**src/rtl/vga_timing_pkg.sv**
```systemverilog
// vga_timing_pkg: default VGA timing, derived-length helpers and scheduler state encoding.
package vga_timing_pkg;

   localparam int DEF_H_SYNC_FRONT  = 16;
   localparam int DEF_H_SYNC_CYC    = 96;
   localparam int DEF_H_SYNC_BACK   = 48;
   localparam int DEF_H_SYNC_ACT    = 640;
   localparam int DEF_V_SYNC_FRONT  = 10;
   localparam int DEF_V_SYNC_CYC    = 2;
   localparam int DEF_V_SYNC_BACK   = 33;
   localparam int DEF_V_SYNC_ACT    = 480;
   localparam int DEF_V_MARK        = 9;
   localparam int DEF_RD_LEAD       = 1;
   localparam int DEF_PREFILL_WORDS = 256;
   localparam int DEF_FIFO_LW       = 10;

   typedef enum logic [1:0] {
      IDLE    = 2'd0,
      PREFILL = 2'd1,
      RUN     = 2'd2,
      RESYNC  = 2'd3
   } state_e;

   function automatic int blank_len(input int front, input int cyc, input int back);
      return front + cyc + back;
   endfunction

   function automatic int total_len(input int front, input int cyc, input int back, input int act);
      return blank_len(front, cyc, back) + act;
   endfunction

   localparam int DEF_H_BLANK = blank_len(DEF_H_SYNC_FRONT, DEF_H_SYNC_CYC, DEF_H_SYNC_BACK);
   localparam int DEF_H_TOTAL = total_len(DEF_H_SYNC_FRONT, DEF_H_SYNC_CYC, DEF_H_SYNC_BACK, DEF_H_SYNC_ACT);
   localparam int DEF_V_BLANK = blank_len(DEF_V_SYNC_FRONT, DEF_V_SYNC_CYC, DEF_V_SYNC_BACK);
   localparam int DEF_V_TOTAL = total_len(DEF_V_SYNC_FRONT, DEF_V_SYNC_CYC, DEF_V_SYNC_BACK, DEF_V_SYNC_ACT);

endpackage

```
**src/rtl/vga_scan_counter.sv**
```systemverilog
// vga_scan_counter: H/V scan counter pair with enable, synchronous clear and wrap strobes.
module vga_scan_counter
   import vga_timing_pkg::*;
#(
   parameter int H_TOTAL = DEF_H_TOTAL,
   parameter int V_TOTAL = DEF_V_TOTAL
) (
   input  logic        clk_i,
   input  logic        rst_ni,
   input  logic        en_i,
   input  logic        clr_i,
   output logic [15:0] h_o,
   output logic [15:0] v_o,
   output logic        h_wrap_o,
   output logic        frame_wrap_o
);

   localparam logic [15:0] H_LAST = 16'(H_TOTAL - 1);
   localparam logic [15:0] V_LAST = 16'(V_TOTAL - 1);

   logic [15:0] h_q, h_d, v_q, v_d;
   logic        h_last, v_last;

   assign h_last       = h_q == H_LAST;
   assign v_last       = v_q == V_LAST;
   assign h_wrap_o     = en_i && h_last;
   assign frame_wrap_o = h_wrap_o && v_last;
   assign h_o          = h_q;
   assign v_o          = v_q;

   always_comb begin
      h_d = clr_i ? 16'd0 : en_i ? (h_last ? 16'd0 : h_q + 16'd1) : h_q;
      v_d = clr_i ? 16'd0 : h_wrap_o ? (v_last ? 16'd0 : v_q + 16'd1) : v_q;
   end

   always_ff @(posedge clk_i or negedge rst_ni) begin
      if (!rst_ni) begin
         h_q <= '0;
         v_q <= '0;
      end else begin
         h_q <= h_d;
         v_q <= v_d;
      end
   end

endmodule

```
**src/rtl/vga_scan_scheduler.sv**
```systemverilog
// vga_scan_scheduler: VGA scan timing with FIFO prefill gating, read prefetch and
// underflow-driven resynchronisation at frame boundaries.
module vga_scan_scheduler
   import vga_timing_pkg::*;
#(
   parameter int H_SYNC_FRONT  = DEF_H_SYNC_FRONT,
   parameter int H_SYNC_CYC    = DEF_H_SYNC_CYC,
   parameter int H_SYNC_BACK   = DEF_H_SYNC_BACK,
   parameter int H_SYNC_ACT    = DEF_H_SYNC_ACT,
   parameter int V_SYNC_FRONT  = DEF_V_SYNC_FRONT,
   parameter int V_SYNC_CYC    = DEF_V_SYNC_CYC,
   parameter int V_SYNC_BACK   = DEF_V_SYNC_BACK,
   parameter int V_SYNC_ACT    = DEF_V_SYNC_ACT,
   parameter int V_MARK        = DEF_V_MARK,
   parameter int RD_LEAD       = DEF_RD_LEAD,
   parameter int PREFILL_WORDS = DEF_PREFILL_WORDS,
   parameter int FIFO_LW       = DEF_FIFO_LW
) (
   input  logic               iCLK,
   input  logic               iRST_N,
   input  logic               iEN,
   input  logic [FIFO_LW-1:0] iFIFO_LEVEL,
   input  logic               iFIFO_EMPTY,
   input  logic               iCLR_STATUS,
   output logic [15:0]        oH_Cont,
   output logic [15:0]        oV_Cont,
   output logic               oH_SYNC,
   output logic               oV_SYNC,
   output logic               oBLANK_N,
   output logic               READ_Request,
   output logic               oFIFO_CLR,
   output logic               oFRAME_START,
   output logic               oUNDERFLOW,
   output logic [7:0]         oUFLOW_CNT,
   output logic [15:0]        oFRAME_CNT,
   output logic               oBUSY
);

   localparam int H_BLANK = blank_len(H_SYNC_FRONT, H_SYNC_CYC, H_SYNC_BACK);
   localparam int H_TOTAL = total_len(H_SYNC_FRONT, H_SYNC_CYC, H_SYNC_BACK, H_SYNC_ACT);
   localparam int V_BLANK = blank_len(V_SYNC_FRONT, V_SYNC_CYC, V_SYNC_BACK);
   localparam int V_TOTAL = total_len(V_SYNC_FRONT, V_SYNC_CYC, V_SYNC_BACK, V_SYNC_ACT);

   localparam logic [15:0] HS_LO = 16'(H_SYNC_FRONT);
   localparam logic [15:0] HS_HI = 16'(H_SYNC_FRONT + H_SYNC_CYC);
   localparam logic [15:0] VS_LO = 16'(V_SYNC_FRONT);
   localparam logic [15:0] VS_HI = 16'(V_SYNC_FRONT + V_SYNC_CYC);
   localparam logic [15:0] HB    = 16'(H_BLANK);
   localparam logic [15:0] VB    = 16'(V_BLANK);
   localparam logic [15:0] RD_LO = 16'(H_BLANK - RD_LEAD);
   localparam logic [15:0] RD_HI = 16'(H_TOTAL - RD_LEAD);
   localparam logic [15:0] RD_V  = 16'(V_BLANK + V_MARK);
   localparam logic [FIFO_LW-1:0] PF_LEVEL = FIFO_LW'(PREFILL_WORDS);

   state_e      state_q, state_d;
   logic        pend_q, pend_d;
   logic        uflow_q, uflow_d;
   logic [7:0]  ucnt_q, ucnt_d;
   logic [15:0] fcnt_q, fcnt_d;
   logic [15:0] h, v;
   logic        run, h_wrap, frame_wrap, uflow_ev;

   assign run = state_q == RUN;

   vga_scan_counter #(
      .H_TOTAL(H_TOTAL),
      .V_TOTAL(V_TOTAL)
   ) u_cnt (
      .clk_i       (iCLK),
      .rst_ni      (iRST_N),
      .en_i        (run),
      .clr_i       (!run),
      .h_o         (h),
      .v_o         (v),
      .h_wrap_o    (h_wrap),
      .frame_wrap_o(frame_wrap)
   );

   assign oH_Cont      = h;
   assign oV_Cont      = v;
   assign oH_SYNC      = !(run && h >= HS_LO && h < HS_HI);
   assign oV_SYNC      = !(run && v >= VS_LO && v < VS_HI);
   assign oBLANK_N     = run && h >= HB && v >= VB;
   assign READ_Request = run && h >= RD_LO && h < RD_HI && v >= RD_V;
   assign oFRAME_START = run && h == 16'd0 && v == 16'd0;
   assign oFIFO_CLR    = state_q == RESYNC;
   assign oBUSY        = state_q != IDLE;
   assign oUNDERFLOW   = uflow_q;
   assign oUFLOW_CNT   = ucnt_q;
   assign oFRAME_CNT   = fcnt_q;
   assign uflow_ev     = READ_Request && iFIFO_EMPTY;

   // A frame in progress always completes; disable and resync are only honoured at its end.
   always_comb begin
      state_d = state_q;
      case (state_q)
         IDLE:    state_d = iEN ? PREFILL : IDLE;
         PREFILL: state_d = !iEN ? IDLE : (iFIFO_LEVEL >= PF_LEVEL) ? RUN : PREFILL;
         RUN:     state_d = !frame_wrap ? RUN : !iEN ? IDLE : pend_q ? RESYNC : RUN;
         default: state_d = PREFILL;
      endcase
   end

   always_comb begin
      pend_d  = oFIFO_CLR ? 1'b0 : uflow_ev ? 1'b1 : pend_q;
      uflow_d = uflow_ev ? 1'b1 : iCLR_STATUS ? 1'b0 : uflow_q;
      ucnt_d  = (uflow_ev && ucnt_q != 8'hFF) ? ucnt_q + 8'd1 : ucnt_q;
      fcnt_d  = frame_wrap ? fcnt_q + 16'd1 : fcnt_q;
   end

   always_ff @(posedge iCLK or negedge iRST_N) begin
      if (!iRST_N) begin
         state_q <= IDLE;
         pend_q  <= 1'b0;
         uflow_q <= 1'b0;
         ucnt_q  <= '0;
         fcnt_q  <= '0;
      end else begin
         state_q <= state_d;
         pend_q  <= pend_d;
         uflow_q <= uflow_d;
         ucnt_q  <= ucnt_d;
         fcnt_q  <= fcnt_d;
      end
   end

endmodule

```
**config.mk**
```make
export PLATFORM = sky130hd
export DESIGN_NAME = vga_scan_scheduler
export DESIGN_NICKNAME = d
export VERILOG_FILES = /design/src/rtl/vga_timing_pkg.sv /design/src/rtl/vga_scan_counter.sv /design/src/rtl/vga_scan_scheduler.sv
export SDC_FILE = /design/constraint.sdc
export NUM_CORES = 1
export LEC_CHECK = 0
export CAP_MARGIN = 20
export CORE_ASPECT_RATIO = 1.75
export CORE_MARGIN = 2
export CORE_UTILIZATION = 50
export CTS_CLUSTER_DIAMETER = 200
export DETAILED_ROUTE_END_ITERATION = 12
export PLACE_DENSITY = 0.91
export RECOVER_POWER = 25
export SETUP_SLACK_MARGIN = 0.3
export SLEW_MARGIN = 0
export SYNTH_ARGS = -nofsm -noshare
export SYNTH_HDL_FRONTEND = slang
export SYNTH_SLANG_ARGS = --single-unit
```
**constraint.sdc**
```tcl
create_clock -name iCLK -period 2.8 [get_ports iCLK]
set_input_delay 0.7 -clock iCLK [delete_from_list [all_inputs] [get_ports iCLK]]
set_output_delay 0.7 -clock iCLK [all_outputs]
set_load 0.005 [all_outputs]
```
Yosys cells after proc, flatten, opt, wreduce, memory -nomap -nowiden:

Index checks and enable logic that the tools add are counted.

* $add $sub $neg: 4
* $lt $le $gt $ge: 10
* equal/unequal tests: 7
* muxes and demuxes: 16
* reduce and logical (&&, ||, !) cells: 23

Operators by type and width (number)
* $mux 16: 5
* $add 16x1->16 const B: 3
* $eq 16x10->1 const B: 2
* $ge 16x6->1 const B: 2
* $ge 16x8->1 const B: 2
* $logic_not 16->1: 2
* $ge 16x4->1 const B: 1
* $ge 16x5->1 const B: 1
* $lt 16x10->1 const B: 1
* $lt 16x4->1 const B: 1
* $lt 16x7->1 const B: 1
* $logic_and 1x1->1: 15
* $ge 10x9->1 const B: 1
* $add 8x1->8 const B: 1
* $mux 2: 4
* $ne 8x8->1 const B: 1
* $mux 1: 6
* $pmux 2 s3: 1
* $reduce_bool 2->1: 3
* $eq 2x2->1 const B: 2
* $eq 2x1->1 const B: 1
* $logic_not 1->1: 2
* $logic_not 2->1: 1
* $ne 2x1->1 const B: 1

* bits in registers: 60
* bits of input ports: 15
* output and inout bits: 64
* logic and storage cells: 67

Depth between registers and ports, before layout:

* depth in word-level cells: 7
* depth in mapped cells: 8
* depth with buffers taken out: 7

Modules after synthesis:

From an unflattened synthesis, not the netlist that was laid out.

* cell total of the unflattened synthesis: 365
* area, all modules: 3435.8 um^2

Modules (own cells, without submodules)
* vga_scan_counter: times used 1, cells each 217, area an instance 1933.1 um^2, sequential area each 800.8 um^2
* vga_scan_scheduler: times used 1, cells each 148, area an instance 1502.7 um^2, sequential area each 700.7 um^2

Least setup slack after synthesis:

Ideal clock, no wire load.

* kind: flip-flop to output port
* from: reg u_cnt.h_q[0] (netlist: u_cnt.h_o[0])
* to: out READ_Request
* data arrival time: 1.536 ns
* data required time: 2.100 ns
* setup slack: 0.564 ns
* stages on the path, launching flop included: 6
* path buffers: 0
* cells stage by stage: dfrtp_1 -> ha_1 -> and4_1 -> o31ai_1 -> o2bb2ai_4 -> nor2_1

* longest elaborated chain between the ends: 4
* elaborated cells between the ends (all ways): 5
* those cells by class: order compare (2); reduce/logical (3)

RTL lines
* from (decl): RTL line vga_scan_counter.sv:21 `logic [15:0] h_q, h_d, v_q, v_d;`
* from (signal assigned): RTL line vga_scan_counter.sv:38 `h_q <= '0;`
* from (signal assigned): RTL line vga_scan_counter.sv:41 `h_q <= h_d;`
* $ge 16x8->1: RTL line vga_scan_scheduler.sv:84 `assign READ_Request = run && h >= RD_LO && h < RD_HI && v >= RD_V;`
* $logic_and 1x1->1: RTL line vga_scan_scheduler.sv:84
* $logic_and 1x1->1 * (2 in a row): RTL line vga_scan_scheduler.sv:84
* to (decl): RTL line vga_scan_scheduler.sv:30 `output logic READ_Request,`

Every way passes the cells marked *; elsewhere a longest branch is shown, timed or not.

Worst setup path in the final report:

* from: reg u_cnt.v_q[11] (netlist: u_cnt.v_o[11])
* to: out oFRAME_START

* longest elaborated chain between the ends: 2

RTL lines
* from (decl): RTL line vga_scan_counter.sv:21
* from (signal assigned): RTL line vga_scan_counter.sv:42 `v_q <= v_d;`
* $logic_not 16->1: RTL line vga_scan_scheduler.sv:85 `assign oFRAME_START = run && h == 16'd0 && v == 16'd0;`
* $logic_and 1x1->1: RTL line vga_scan_scheduler.sv:85
* to (decl): RTL line vga_scan_scheduler.sv:32 `output logic oFRAME_START,`

Every way passes these cells.

==> out/results.txt <==
status - completed
Top delay family on crit path - simple AND/OR/NAND/NOR gates
GP Congestion - 0.905
met2 usage - 45.4%
Nets - 476
Synth area leaders - dfrtp_1 45%, xor2_1 6.0%, nor2_1 4.3%, xnor2_1 3.9%, nand4_1 3.5%
synthesized flop and latch total - 60
leading area contributor after synthesis - dfrtp_1
GRT overflow - 0
asr flop ratio synth - 100%
ys flop type - dfrtp_1
Startpoint Class - flop
Critical Path RT - 2.10 ns
P per Cell Area - 511 nW/um^2
Max Clk Rate - 390 MHz
Final Max Tran Viols - 0
setup TNS - 0 ns
Post-synth EDFFs - 0
area share of the largest cell type after synthesis - 44.8%
Hold/Removal Path Class - flop to flop
fillers - 435
final hold vios - 0
DRT Pass-1 Iters - 5
clock latency on the worst-skew pair - 0.34 ns
1st-iter DRT viols - 231
final WL - 9.12 mm
min cycle time layout - 2.57 ns
Post-Syn Area - 3350 sq um
Cells after Synth - 350
crit-path max cell delay - 0.41 ns
# DRC - 0
yosys warns - 0
VDD IR max - 0.508 mV
ANT cells - 0
first-pass GRT wire length - 15.1 mm
multi-input logic area - 1780 sq um
largest net degree at the start of global routing - 28
PortBufs - 70
syn nets - 374
worst-path cell chain - nor4_4 -> nand4b_1 -> nor3_2 -> and3_1 -> clkbuf_2
deepest clock path buffer count - 2
initial antenna violation count - 0
WL per Instance - 17.0 microns
Area growth, synth to finish - 39.8%
Slew @ Worst Pin - 1.44 ns
Num CTS Buffers - 9
Die W - 65.9 microns
Worst Skew - 0.00286 ns
Ports - 79
hold buffer count at CTS - 0
global-route usage over all layers - 26.7%
sequential area share after synthesis - 44.8%
post-DP HPWL - 6.42 mm
crit end category - output port
Die Ht - 112 microns
pre-CTS WS - 0.0572 ns
Mapped Avg Cell Area - 9.58 sq um
maxcap violations - 0
number of routed nets with antenna violations - 0
grt met3 use - 5.41%
share of layout cells above drive strength 1 - 18.0%
slowest CP cell - dfrtp_1
total power - 2390 uW
total core area - 6490 sq um
row cnt - 39
clk sink count - 60
RSZ-0062 raised after global routing - true
initial core utilization - 51.6%
final setup margin - 0.233 ns
number of global-route vias before repair - 3,158
global route hottest layer - met2
Buf/Inv on CP - 1
clk slew on worst S/H paths - 0.05 ns
final period utilization - 91.7%
DR vias - 3,136
static leakage - 0.00201 uW
setup violators final - 0
CTS H-tree lvls - 3
worst-path maximum fanout - 3
Worst EP arrival - 1.87 ns
Netlist cell types - 51
Rel. slew slack - 3.83%
Root Buffer - clkbuf_16
die area - 7400 sq um
met1 Use GR - 29.1%
Setup CP Type - flop to output port
vias per std cell - 5.83
CTS tree - built
register area - 1500 sq um
-- layer usage --
metal / share of wire (%) / routed length (microns)
met1: 36 / 3320
met2: 55 / 5040
met3: 4.1 / 375
met4: 4.4 / 397
met5: 0 / 0
-- state kept, by name (all words and copies together), names as in the netlist --
name / flops
u_cnt.v_o: 16
u_cnt.h_o: 16
oUNDERFLOW: 1
state_q: 2
pend_q: 1
oFRAME_CNT: 16
oUFLOW_CNT: 8
-- worst paths after layout --
kind	slack, ns	to	depth (start not counted)	start
max	0.23	oFRAME_START	5	u_cnt.v_o[11]
min	0.46	oFRAME_CNT[15]	1	oFRAME_CNT[15]
max reg2reg	0.54	oFRAME_CNT[11]	7	u_cnt.v_o[1]
min reg2reg	0.46	oFRAME_CNT[15]	1	oFRAME_CNT[15]
max in group asynchronous	0.62	oUFLOW_CNT[6]	2	iRST_N
min in group asynchronous	0.69	oFRAME_CNT[7]	1	iRST_N
-- cell usage in the layout, fill, tap and decap left out, types with 3 or more instances in the layout --
cell type	n
clkbuf_8	3
clkbuf_1	4
nand2b_1	4
nor2_1	37
a31oi_1	8
buf_4	36
and2_1	4
dfrtp_1	58
nor3_2	4
and4_1	3
a21o_1	3
nand4_1	19
xor2_1	23
o21ai_0	12
a21oi_1	9
nand2_1	29
nor3_1	11
nor4_1	5
ha_1	9
inv_1	12
nand3_1	18
and3_1	4
nor4bb_1	3
xnor2_1	15
clkbuf_16	9
clkdlybuf4s50_1	64
clkbuf_2	4
nor4_4	3
-- stage by stage --
stage               util [%]  cells  hold WS, ns  cell area, sq um
floorplan                  -    350        0.404              3350
global placement        66.4    517        0.456              4310
detailed placement      66.4    517        0.456              4310
CTS                     72.5    537        0.391              4700
global route            72.2    538        0.487              4680
finish                  72.2    538        0.461              4680
-- where the power goes --
part           internal, uW  switching [uW]  total (uW)  leakage [uW]
clock network           756             371        1130      0.000149
logic                   164             200         364       0.00102
registers               891            12.5         904      0.000832
total                  1810             583        2390       0.00201
-- area by class of cell --
| class | instances | area share (%) |
|---|---|---|
| Clock buffer | 14 | 5.85 |
| Clock inverter | 1 | 0.641 |
| Inverter | 12 | 0.962 |
| Multi-Input combinational cell | 261 | 38.0 |
| Sequential cell | 60 | 32.1 |
| Tap cell | 82 | 2.19 |
| Timing Repair Buffer | 108 | 20.2 |
-- worst reg2reg max path, delay by kind of cell (launching register included) --
family	cells	cell delay [ns]
xor+xnor	1	0.19
fa+ha+maj	1	0.20
buf+inv	1	0.12
flops	1	0.37
simple gates	4	1.32
-- cells in the mapped netlist, types with 2 or more instances --
cell      instances
a41oi_1           2
nor2_1           38
nor4_1            6
xnor2_1          15
nand2_1          29
or3_1             3
and4_1            5
nand4_1          19
a21o_1            3
nor3_1           13
nand3b_1          2
or3b_1            2
ha_1              9
o31ai_1           2
inv_1            12
buf_2             6
clkbuf_1          9
or2_2             2
nand2b_1          4
dfrtp_1          60
nor4_4            2
and2_1            4
xor2_1           23
nor3_2            2
a31oi_1           8
a21oi_1          10
nor4bb_1          3
nor4_2            2
o21ai_0          13
nand3_1          18
and3_1            4
-- cell families (layout without fill, tap and decap cells) --
logic type | count (synthesis) | count (layout) | share of synthesized area, %
AOI/OAI and AO/OA | 45 | 45 | 9.33
xor gates and xnor gates | 38 | 38 | 9.93
adders and majority gates | 9 | 9 | 3.36
buffers and inverters | 29 | 135 | 3.81
DFF | 60 | 60 | 44.8
muxes | 2 | 2 | 0.672
and+or+nand+nor | 167 | 167 | 28.1
-- repair_timing --
action	CTS	global route
resized for setup	25	7
buffers inserted	5	1
endpoints found under the setup margin	5	6
pin swaps	10	8
Power figures use the tool's default switching activity.
==> patch: new RTL, same settings <==
Encoding of `state_e`: now one-hot (4 bits for 4 states).
--- a/src/rtl/vga_timing_pkg.sv
+++ b/src/rtl/vga_timing_pkg.sv
@@ -15,9 +15,9 @@
    localparam int DEF_FIFO_LW       = 10;
 
-   typedef enum logic [1:0] {
-      IDLE    = 2'd0,
-      PREFILL = 2'd1,
-      RUN     = 2'd2,
-      RESYNC  = 2'd3
+   typedef enum logic [3:0] {
+      IDLE    = 4'b0001,
+      PREFILL = 4'b0010,
+      RUN     = 4'b0100,
+      RESYNC  = 4'b1000
    } state_e;
 
Behaviour: no difference found for any inputs over 10 cycles, from zero or initial values and one cycle with iRST_N low; not proved beyond that.
==> patch against the unedited design <==
- the flow now finishes with violations (max-capacitance violations, max-slew violations)
- via count is 19% higher
- wire length is 24% higher
- sequential cell count is 2 higher
- highest routed layer unchanged
- die area is 4.6% higher
- worst setup slack worse by 0.22 ns
- worst hold slack worse by 0.30 ns
- area after synthesis is 4.9% higher
- total power is 0.96% higher
- synthesized cell count is 11% higher
- maximum frequency is 8.0% lower
- critical path depth is 3 higher
- global-route usage is 2.4 points higher
- design area is 10% higher
- largest power group unchanged
==> patch: results (changes against the unedited design) <==
timing:
  fmax_mhz: 358.3  # -8.0%
  fin_skew_ns: 0.004556  # +0.001691 ns
  drv_slew: 63  # +63
final_layout:
  nFillCells: 410  # -5.7%
  final_nets: 538  # +13%
route:
  wl_met2_mm: 6.072  # +21%
  viasPerCell: 6.203  # +6.4%
  first_iter_violations: 483  # +110%
  wl_per_cell_um: 18.82  # +11%
  m1WireLength_mm: 3.975  # +20%
  wl_mm: 11.33  # +24%
global_routing:
  grt_pass1_wl_mm: 16.87  # +12%
  track_usage_pct: 29.06  # +2.4 points
  use_met2_pct: 49.64  # +4.2 points
  grt.met1_usage_pct: 31.49  # +2.4 points
  grt_pass1_vias: 3570  # +13%
  use_met3_pct: 6.947  # +1.5 points
  grt_max_degree: 33  # +18%
run_status:
  violations: "max-capacitance violations, max-slew violations"
  status: "complete, but fails checks"
clocking:
  cts_setup_buffers: 10  # +5
  ctsResizeCount: 28  # +12%
power:
  p_leak_nw: 2.251  # +12%
  p_per_area_nw_per_um2: 467.6  # -8.5%
  pg_comb_mw: 0.380  # +4%
  switching_share_pct: 26.04  # +1.7 points
  p_clk_mw: 1.06  # -6%
setup_path:
  reg2reg_depth: 8  # +1
  endpoint: "u_cnt.v_o[11]$_DFFE_PN0P_"
  rr_endpoint: "u_cnt.v_o[11]$_DFFE_PN0P_"
  worst_ep_arrival_time_ns: 3.05  # +1.18 ns
  slowest_delay_ns: 0.56  # +0.15 ns
  critPathMaxFanout: 4  # +1
  crit_slowest_cell: "or4_4"
  crit_start: "u_cnt.h_o[12]$_DFF_PN0_"
place:
  gp_routability_congestion: 0.9142  # +0.97%
  post-place-cells: 568  # +9.9%
  hpwlAfterDp_mm: 6.963  # +8.5%
synth:
  ys_seq_area_share_pct: 44.16  # -0.63 points
  synthesis.nets: 411  # +9.9%
  yosys-top-cells-count: "dfrtp_1, nor2_1, nand2_1"
  synth.area.mux_share_pct: 0.6406  # -0.031 points
  synthAdderAreaFrac_pct: 3.203  # -0.16 points
  synth_area_per_cell_um2: 9.085  # -5.1%
hold_path:
  hold_path.class: "input port to asynchronous set/reset pin"
flow_run:
  maxCapViolCount: 2  # +2
==> patch: cell types whose count changed in the layout (fill, tap and decap cells not counted), moves of 7 or more <==
cell and change:
a31oi_1 -8, and3_1 +11, nand3_1 +7, buf_4 +19
xnor2_1 +10
==> patch: area by class of cell <==
cell class / count / area, µm² / share of cell area (%)
multi-input combinational: 295 / 2001 / 38.70
sequential: 62 / 1555 / 30.08
timing repair buffer: 133 / 1172 / 22.68
clock buffer: 15 / 287.8 / 5.566
tap: 84 / 105.1 / 2.033
inverter: 13 / 48.80 / 0.9439
==> patch: worst register-to-register path: cells and delay by family (launching register included) <==
| kind | cells | cell delay, ns |
|---|---|---|
| buf+inv | 3 | 0.36 |
| flops | 1 | 0.37 |
| simple gates | 4 | 1.86 |
| compound gates | 1 | 0.13 |
==> patch: worst min-delay path by stage <==
stage                               startpoint                          to  cells after the start
finish                                  iRST_N     u_cnt.h_o[15]$_DFF_PN0_                      1
global route                            iRST_N     u_cnt.h_o[15]$_DFF_PN0_                      1
CTS                                     iRST_N     u_cnt.h_o[15]$_DFF_PN0_                      1
detailed placement  oFRAME_CNT[15]$_DFFE_PN0N_  oFRAME_CNT[15]$_DFFE_PN0N_                      1
global placement    oFRAME_CNT[15]$_DFFE_PN0N_  oFRAME_CNT[15]$_DFFE_PN0N_                      1
floorplan                               iRST_N   oFRAME_CNT[0]$_DFFE_PN0N_                      0
==> patch: metrics by stage <==
| step | cell area (µm²) | hold WS, ns |
|---|---|---|
| after global placement | 4583 | 0.4568 |
| final | 5170 | 0.1597 |
| after detailed placement | 4583 | 0.4664 |
| after floorplan | 3522 | 0.4044 |
| after CTS | 4967 | 0.1436 |
| after global routing | 5170 | 0.1541 |
